### config.mk
export PLATFORM = sky130hd
export DESIGN_NAME = mul_seq_ctrl
export DESIGN_NICKNAME = d
export VERILOG_FILES = /design/src/rtl/mul_seq_ctrl.sv
export SDC_FILE = /design/constraint.sdc
export NUM_CORES = 1
export LEC_CHECK = 0
export CAP_MARGIN = 30
export CORE_ASPECT_RATIO = 1.4
export CORE_UTILIZATION = 35
export CTS_CLUSTER_SIZE = 10
export DETAILED_ROUTE_END_ITERATION = 10
export MAX_ROUTING_LAYER = met4
export PLACE_DENSITY = 0.54
export RECOVER_POWER = 25
export SYNTH_ARGS = -nofsm -noshare
export SYNTH_HDL_FRONTEND = slang
export SYNTH_SLANG_ARGS = --single-unit
### constraint.sdc
create_clock -name Clk -period 2.6 [get_ports Clk]
set_input_delay 0.52 -clock Clk [delete_from_list [all_inputs] [get_ports Clk]]
set_output_delay 0.52 -clock Clk [all_outputs]
set_load 0.03 [all_outputs]
### src/rtl/mul_seq_ctrl.sv
// mul_seq_ctrl: multi-cycle shift-add sequencer for the MUL instruction in EX.
// Retires STEP multiplier bits per cycle and holds the pipeline via Stall
// while iterating. The low WIDTH bits of OpA*OpB appear on Result together
// with a one-cycle Done pulse in the cycle the pipeline is released.
// Optional feature: define MUL_EARLY_EXIT_EN to finish as soon as the
// remaining multiplier bits are all zero.
module mul_seq_ctrl #(
    parameter int WIDTH = 32,
    parameter int STEP  = 1
) (
    input  logic             Clk,
    input  logic             Reset,
    input  logic             Start,
    input  logic             Flush,
    input  logic [WIDTH-1:0] OpA,
    input  logic [WIDTH-1:0] OpB,
    output logic             Stall,
    output logic             Busy,
    output logic             Done,
    output logic [WIDTH-1:0] Result
);

    localparam int ITERS = WIDTH / STEP;
    localparam int CW    = $clog2(ITERS + 1);

    typedef enum logic [1:0] {
        S_IDLE = 2'd0,
        S_RUN  = 2'd1,
        S_DONE = 2'd2
    } state_t;

    state_t            state_reg,  state_next;
    logic [WIDTH-1:0]  acc_reg,    acc_next;
    logic [WIDTH-1:0]  mcand_reg,  mcand_next;
    logic [WIDTH-1:0]  mplier_reg, mplier_next;
    logic [CW-1:0]     count_reg,  count_next;
    logic [WIDTH-1:0]  result_reg, result_next;
    logic              busy_reg,   busy_next;
    logic              done_reg,   done_next;

    // Partial product of mcand and the low STEP multiplier bits, built as a
    // chain of conditional shifted adds (truncated to WIDTH bits).
    logic [WIDTH-1:0]  pp_sum [STEP+1];
    assign pp_sum[0] = '0;

    generate
        for (genvar gi = 0; gi < STEP; gi++) begin : g_pp
            assign pp_sum[gi+1] = pp_sum[gi] +
                                  (mplier_reg[gi] ? (mcand_reg << gi) : '0);
        end
    endgenerate

    logic [WIDTH-1:0]  acc_step;
    logic [WIDTH-1:0]  mcand_shift;
    logic [WIDTH-1:0]  mplier_shift;
    logic              last_iter;

    assign acc_step     = acc_reg + pp_sum[STEP];
    assign mcand_shift  = mcand_reg << STEP;
    assign mplier_shift = mplier_reg >> STEP;

`ifdef MUL_EARLY_EXIT_EN
    // Stop once no set multiplier bits remain; the counter still bounds it.
    assign last_iter = (count_reg == CW'(1)) || (mplier_shift == '0);
`else
    assign last_iter = (count_reg == CW'(1));
`endif

    // State and datapath registers; reset wins over everything.
    always_ff @(posedge Clk) begin
        if (Reset) begin
            state_reg  <= S_IDLE;
            acc_reg    <= '0;
            mcand_reg  <= '0;
            mplier_reg <= '0;
            count_reg  <= '0;
            result_reg <= '0;
            busy_reg   <= 1'b0;
            done_reg   <= 1'b0;
        end else begin
            state_reg  <= state_next;
            acc_reg    <= acc_next;
            mcand_reg  <= mcand_next;
            mplier_reg <= mplier_next;
            count_reg  <= count_next;
            result_reg <= result_next;
            busy_reg   <= busy_next;
            done_reg   <= done_next;
        end
    end

    // Next-state, datapath update and the combinational Stall.
    always_comb begin
        state_next  = state_reg;
        acc_next    = acc_reg;
        mcand_next  = mcand_reg;
        mplier_next = mplier_reg;
        count_next  = count_reg;
        result_next = result_reg;
        Stall       = 1'b0;
        busy_next   = 1'b0;
        done_next   = 1'b0;

        case (state_reg)
            S_IDLE: begin
                if (Start && !Flush) begin
                    Stall       = 1'b1;
                    mcand_next  = OpA;
                    mplier_next = OpB;
                    acc_next    = '0;
                    count_next  = CW'(ITERS);
                    state_next  = S_RUN;
                end
            end
            S_RUN: begin
                Stall = 1'b1;
                if (Flush) begin
                    // Squashed instruction: abandon without touching Result.
                    state_next = S_IDLE;
                end else begin
                    acc_next    = acc_step;
                    mcand_next  = mcand_shift;
                    mplier_next = mplier_shift;
                    count_next  = count_reg - CW'(1);
                    if (last_iter) begin
                        result_next = acc_step;
                        state_next  = S_DONE;
                    end
                end
            end
            S_DONE: begin
                // The finished MUL still holds Start high; do not re-accept.
                state_next = S_IDLE;
            end
            default: begin
                state_next = S_IDLE;
            end
        endcase

        busy_next = (state_next != S_IDLE);
        done_next = (state_next == S_DONE);
    end

    assign Busy   = busy_reg;
    assign Done   = done_reg;
    assign Result = result_reg;

endmodule

==> flow_metrics.tcl <==
set metrics [dict create \
    drive_gt1_share_pct 21.3 \
    fin_crit_ps 2650 \
    num-fill-cells 2055 \
    drt-total-wl_um 23400 \
    cts.sinks 138 \
    pwr-share-seq_pct 43.4 \
    end_kind "register" \
    rsz0062_at_grt "yes" \
    violations "setup timing" \
    total_leakage_power_nw 4.32 \
    start_util_pct 35.7 \
    drcViolationCount 0 \
    cp_cell_sequence "buf_6 > and2_4 > ha_4 > nand3_2 > nor2_2 > o21ai_1 > buf_4 > a2111oi_4 > o21a_1 > o21ai_0 > a32o_1" \
    clk_pin_slew_worst_paths_ps 70 \
    synth.yosys.seq_area_share_pct 36.7 \
    p_int_mw 3.90 \
    antenna_found_initial 0 \
    synth.avg_cell_area_um2 8.47 \
    syn_nets 991 \
    cts_root_buf "clkbuf_16" \
    ir_drop_mv 0.427 \
    cap_viol_max_count 0 \
    worst-path-max-fanout 7 \
    yosys_register_bits 138 \
    nets 1159 \
    worstSkewPairLatency_ps 430 \
    die_area_um2 22100 \
    num_rows 63 \
    hpwl_um 16200 \
    synth_edf_count 0 \
    syn2layout_area_growth_pct 39.8 \
    avgRoutedWirePerCell_um 17.6 \
    grt_usage_pct 21.6 \
    p_switching_mw 1.30 \
    cp_slowest_stage_delay_ps 430 \
    drt_iter0_markers 476 \
    p_clk_share_pct 45.7 \
    required_ps 2920 \
    grt_overflow 0 \
    cts_tree "yes" \
    design.core.area_um2 21100 \
    synth_cell_types 65 \
    yosys.area.top_type "dfxtp_1" \
    combinationalPowerShare_pct 10.9 \
    synth_common_cells "dfxtp_1 (138), nor2_1 (109), nand2_1 (72)" \
    synth_top_area_share_pct 36.7 \
    path_class "register to register" \
    clock_path_buffers 2 \
    cp.arrival_ps 2970 \
    dr.pass1.iters 6 \
    hold_path_class "register to register" \
    finClkSkew_ps 12.3 \
    fin_crit_sh_pct 102 \
    setup_viol 1 \
    netlist_instances 889 \
    ys_warn_count 0 \
    drtAntennaViolNets 0 \
    vias 7254 \
    fin_util_pct 49.9 \
    grt_pass1_wl_um 36300 \
    synth.most_common_cell "dfxtp_1" \
    cp_slowest_cell "a2111oi_4" \
    postCtsHoldBufs 0 \
    p_per_area_nw_per_um2 494 \
    hold_viol_final 0 \
    io-pin-count 103 \
    status "complete, but fails checks" \
    syn_area_um2 7530 \
    slew_violations 0 \
    async_flop_share_pct 0 \
    start_kind "register" \
    gp_congestion 0.910 \
    synthFlopType "dfxtp_1" \
    grt_max_degree 104 \
    grt_pass1_vias 7029 \
    vias_per_cell 5.46 \
    clock.fmax_mhz 378 \
    cts_max_level 4 \
    tightest_slew_ps 1030 \
    relSlewSlack_pct 31.0 \
    fin_ws_ps -45.5 \
    hold_ws_ps 453 \
    numCtsBuffers 17 \
    synth_area_leaders "dfxtp_1 (37%), mux2i_1 (7.0%), a211oi_1 (5.6%), ha_1 (5.5%), nor2_1 (5.4%)" \
    io_buffers 102 \
    switching_share_pct 25.0 \
    insertedDiodeCount 0 \
    fp.dieH_um 176 \
    die_w_um 126 \
]
==> cell usage in the layout, fill, tap and decap left out, types with 5 or more instances in the layout <==
master / Yosys / final
o21ai_0: 27 / 24
and3_1: 11 / 9
a21oi_2: 1 / 9
nor3_1: 11 / 10
a211oi_1: 56 / 53
clkdlybuf4s50_1: 0 / 99
a22oi_1: 13 / 12
o211ai_1: 18 / 18
a32o_1: 5 / 5
nor2_1: 109 / 105
o21ai_1: 6 / 8
nand4_1: 11 / 11
nand2_1: 72 / 68
xnor2_1: 12 / 12
ha_4: 0 / 16
and2_4: 0 / 14
and2_1: 35 / 20
mux2i_1: 53 / 53
o2111ai_1: 7 / 6
clkbuf_16: 0 / 17
inv_1: 13 / 11
ha_1: 33 / 15
o21a_1: 13 / 9
or3_1: 17 / 17
a222oi_1: 11 / 11
xor2_1: 8 / 8
a21o_1: 12 / 12
buf_4: 1 / 100
dfxtp_1: 138 / 137
a21oi_1: 47 / 39
nand3_1: 28 / 24
==> critical path: cells and delay by family (launching register included) <==
kind / cells / cell delay, ps
buffers and inverters: 2 / 310
AO/OA/AOI/OAI: 5 / 1130
adder cells (fa/ha/maj): 1 / 310
AND/OR/NAND/NOR: 3 / 400
flip-flops: 1 / 390
==> metrics by stage <==
step	instances	worst slack, ps	cell area [µm²]	power, mW	setup TNS, ps
final	1328	-45.5	10500	5.21	-45.5
after global routing	1328	-86.7	10500	5.43	-496
after CTS	1321	-35.6	10100	5.24	-39.4
after detailed placement	1290	-167	9470	2.85	-1030
after global placement	1290	-140	9470	2.85	-614
after floorplan	889	17.0	7540	2.61	0
==> power groups by stage <==
| stage | registers [mW] | clock network [mW] | logic (mW) |
|---|---|---|---|
| after floorplan | 2.29 | 0 | 0.325 |
| after global placement | 2.30 | 0 | 0.549 |
| after detailed placement | 2.30 | 0 | 0.552 |
| after CTS | 2.26 | 2.43 | 0.548 |
| after global routing | 2.27 | 2.53 | 0.624 |
| final | 2.26 | 2.38 | 0.565 |
==> worst paths after layout <==
kind / from / endpoint / slack, ps / cells after the start
setup reg to reg: mplier_reg[0] / acc_reg[29] / -50 / 11
hold reg to reg: Result[12] / Result[12] / 450 / 2
hold / removal: Result[12] / Result[12] / 450 / 2
setup / recovery: mplier_reg[0] / acc_reg[29] / -50 / 11
==> routing by layer <==
layer / GRT usage [%] / part of all wire (%) / wire [µm] / up-vias
li1: - / - / - / 3617
met1: 23.6 / 40 / 9370 / 3451
met2: 39.3 / 54 / 12600 / 147
met3: 3.20 / 3.1 / 736 / 39
met4: 7.68 / 2.9 / 689 / 0
met5: - / 0 / 0 / -
==> cell type report <==
type	instances	area, µm²	area share [%]
clock inverters	11	124	1.18
inverters	13	48.8	0.463
multi-input cells	678	4950	47.0
clock buffers	19	443	4.21
repair buffers	209	1870	17.8
flip-flops and latches	138	2770	26.3
well taps	260	325	3.09
==> what timing repair did <==
item	4_1_cts	5_1_grt
resized for setup	15	78
pin swaps	9	38
endpoints found under the setup margin	18	36
buffers inserted	2	7
==> kinds of logic (layout without fill, tap and decap cells) <==
group	Yosys count	count (layout)	synth area share [%]
XOR/XNOR	20	20	2.33
AND/OR/NAND/NOR	322	322	20.6
AO/OA/AOI/OAI	249	249	23.6
multiplexers	53	53	7.04
adder cells (fa/ha/maj)	34	34	5.75
buffers and inverters	73	252	3.99
flip-flops	138	138	36.7
Power figures use the tool's default switching activity.
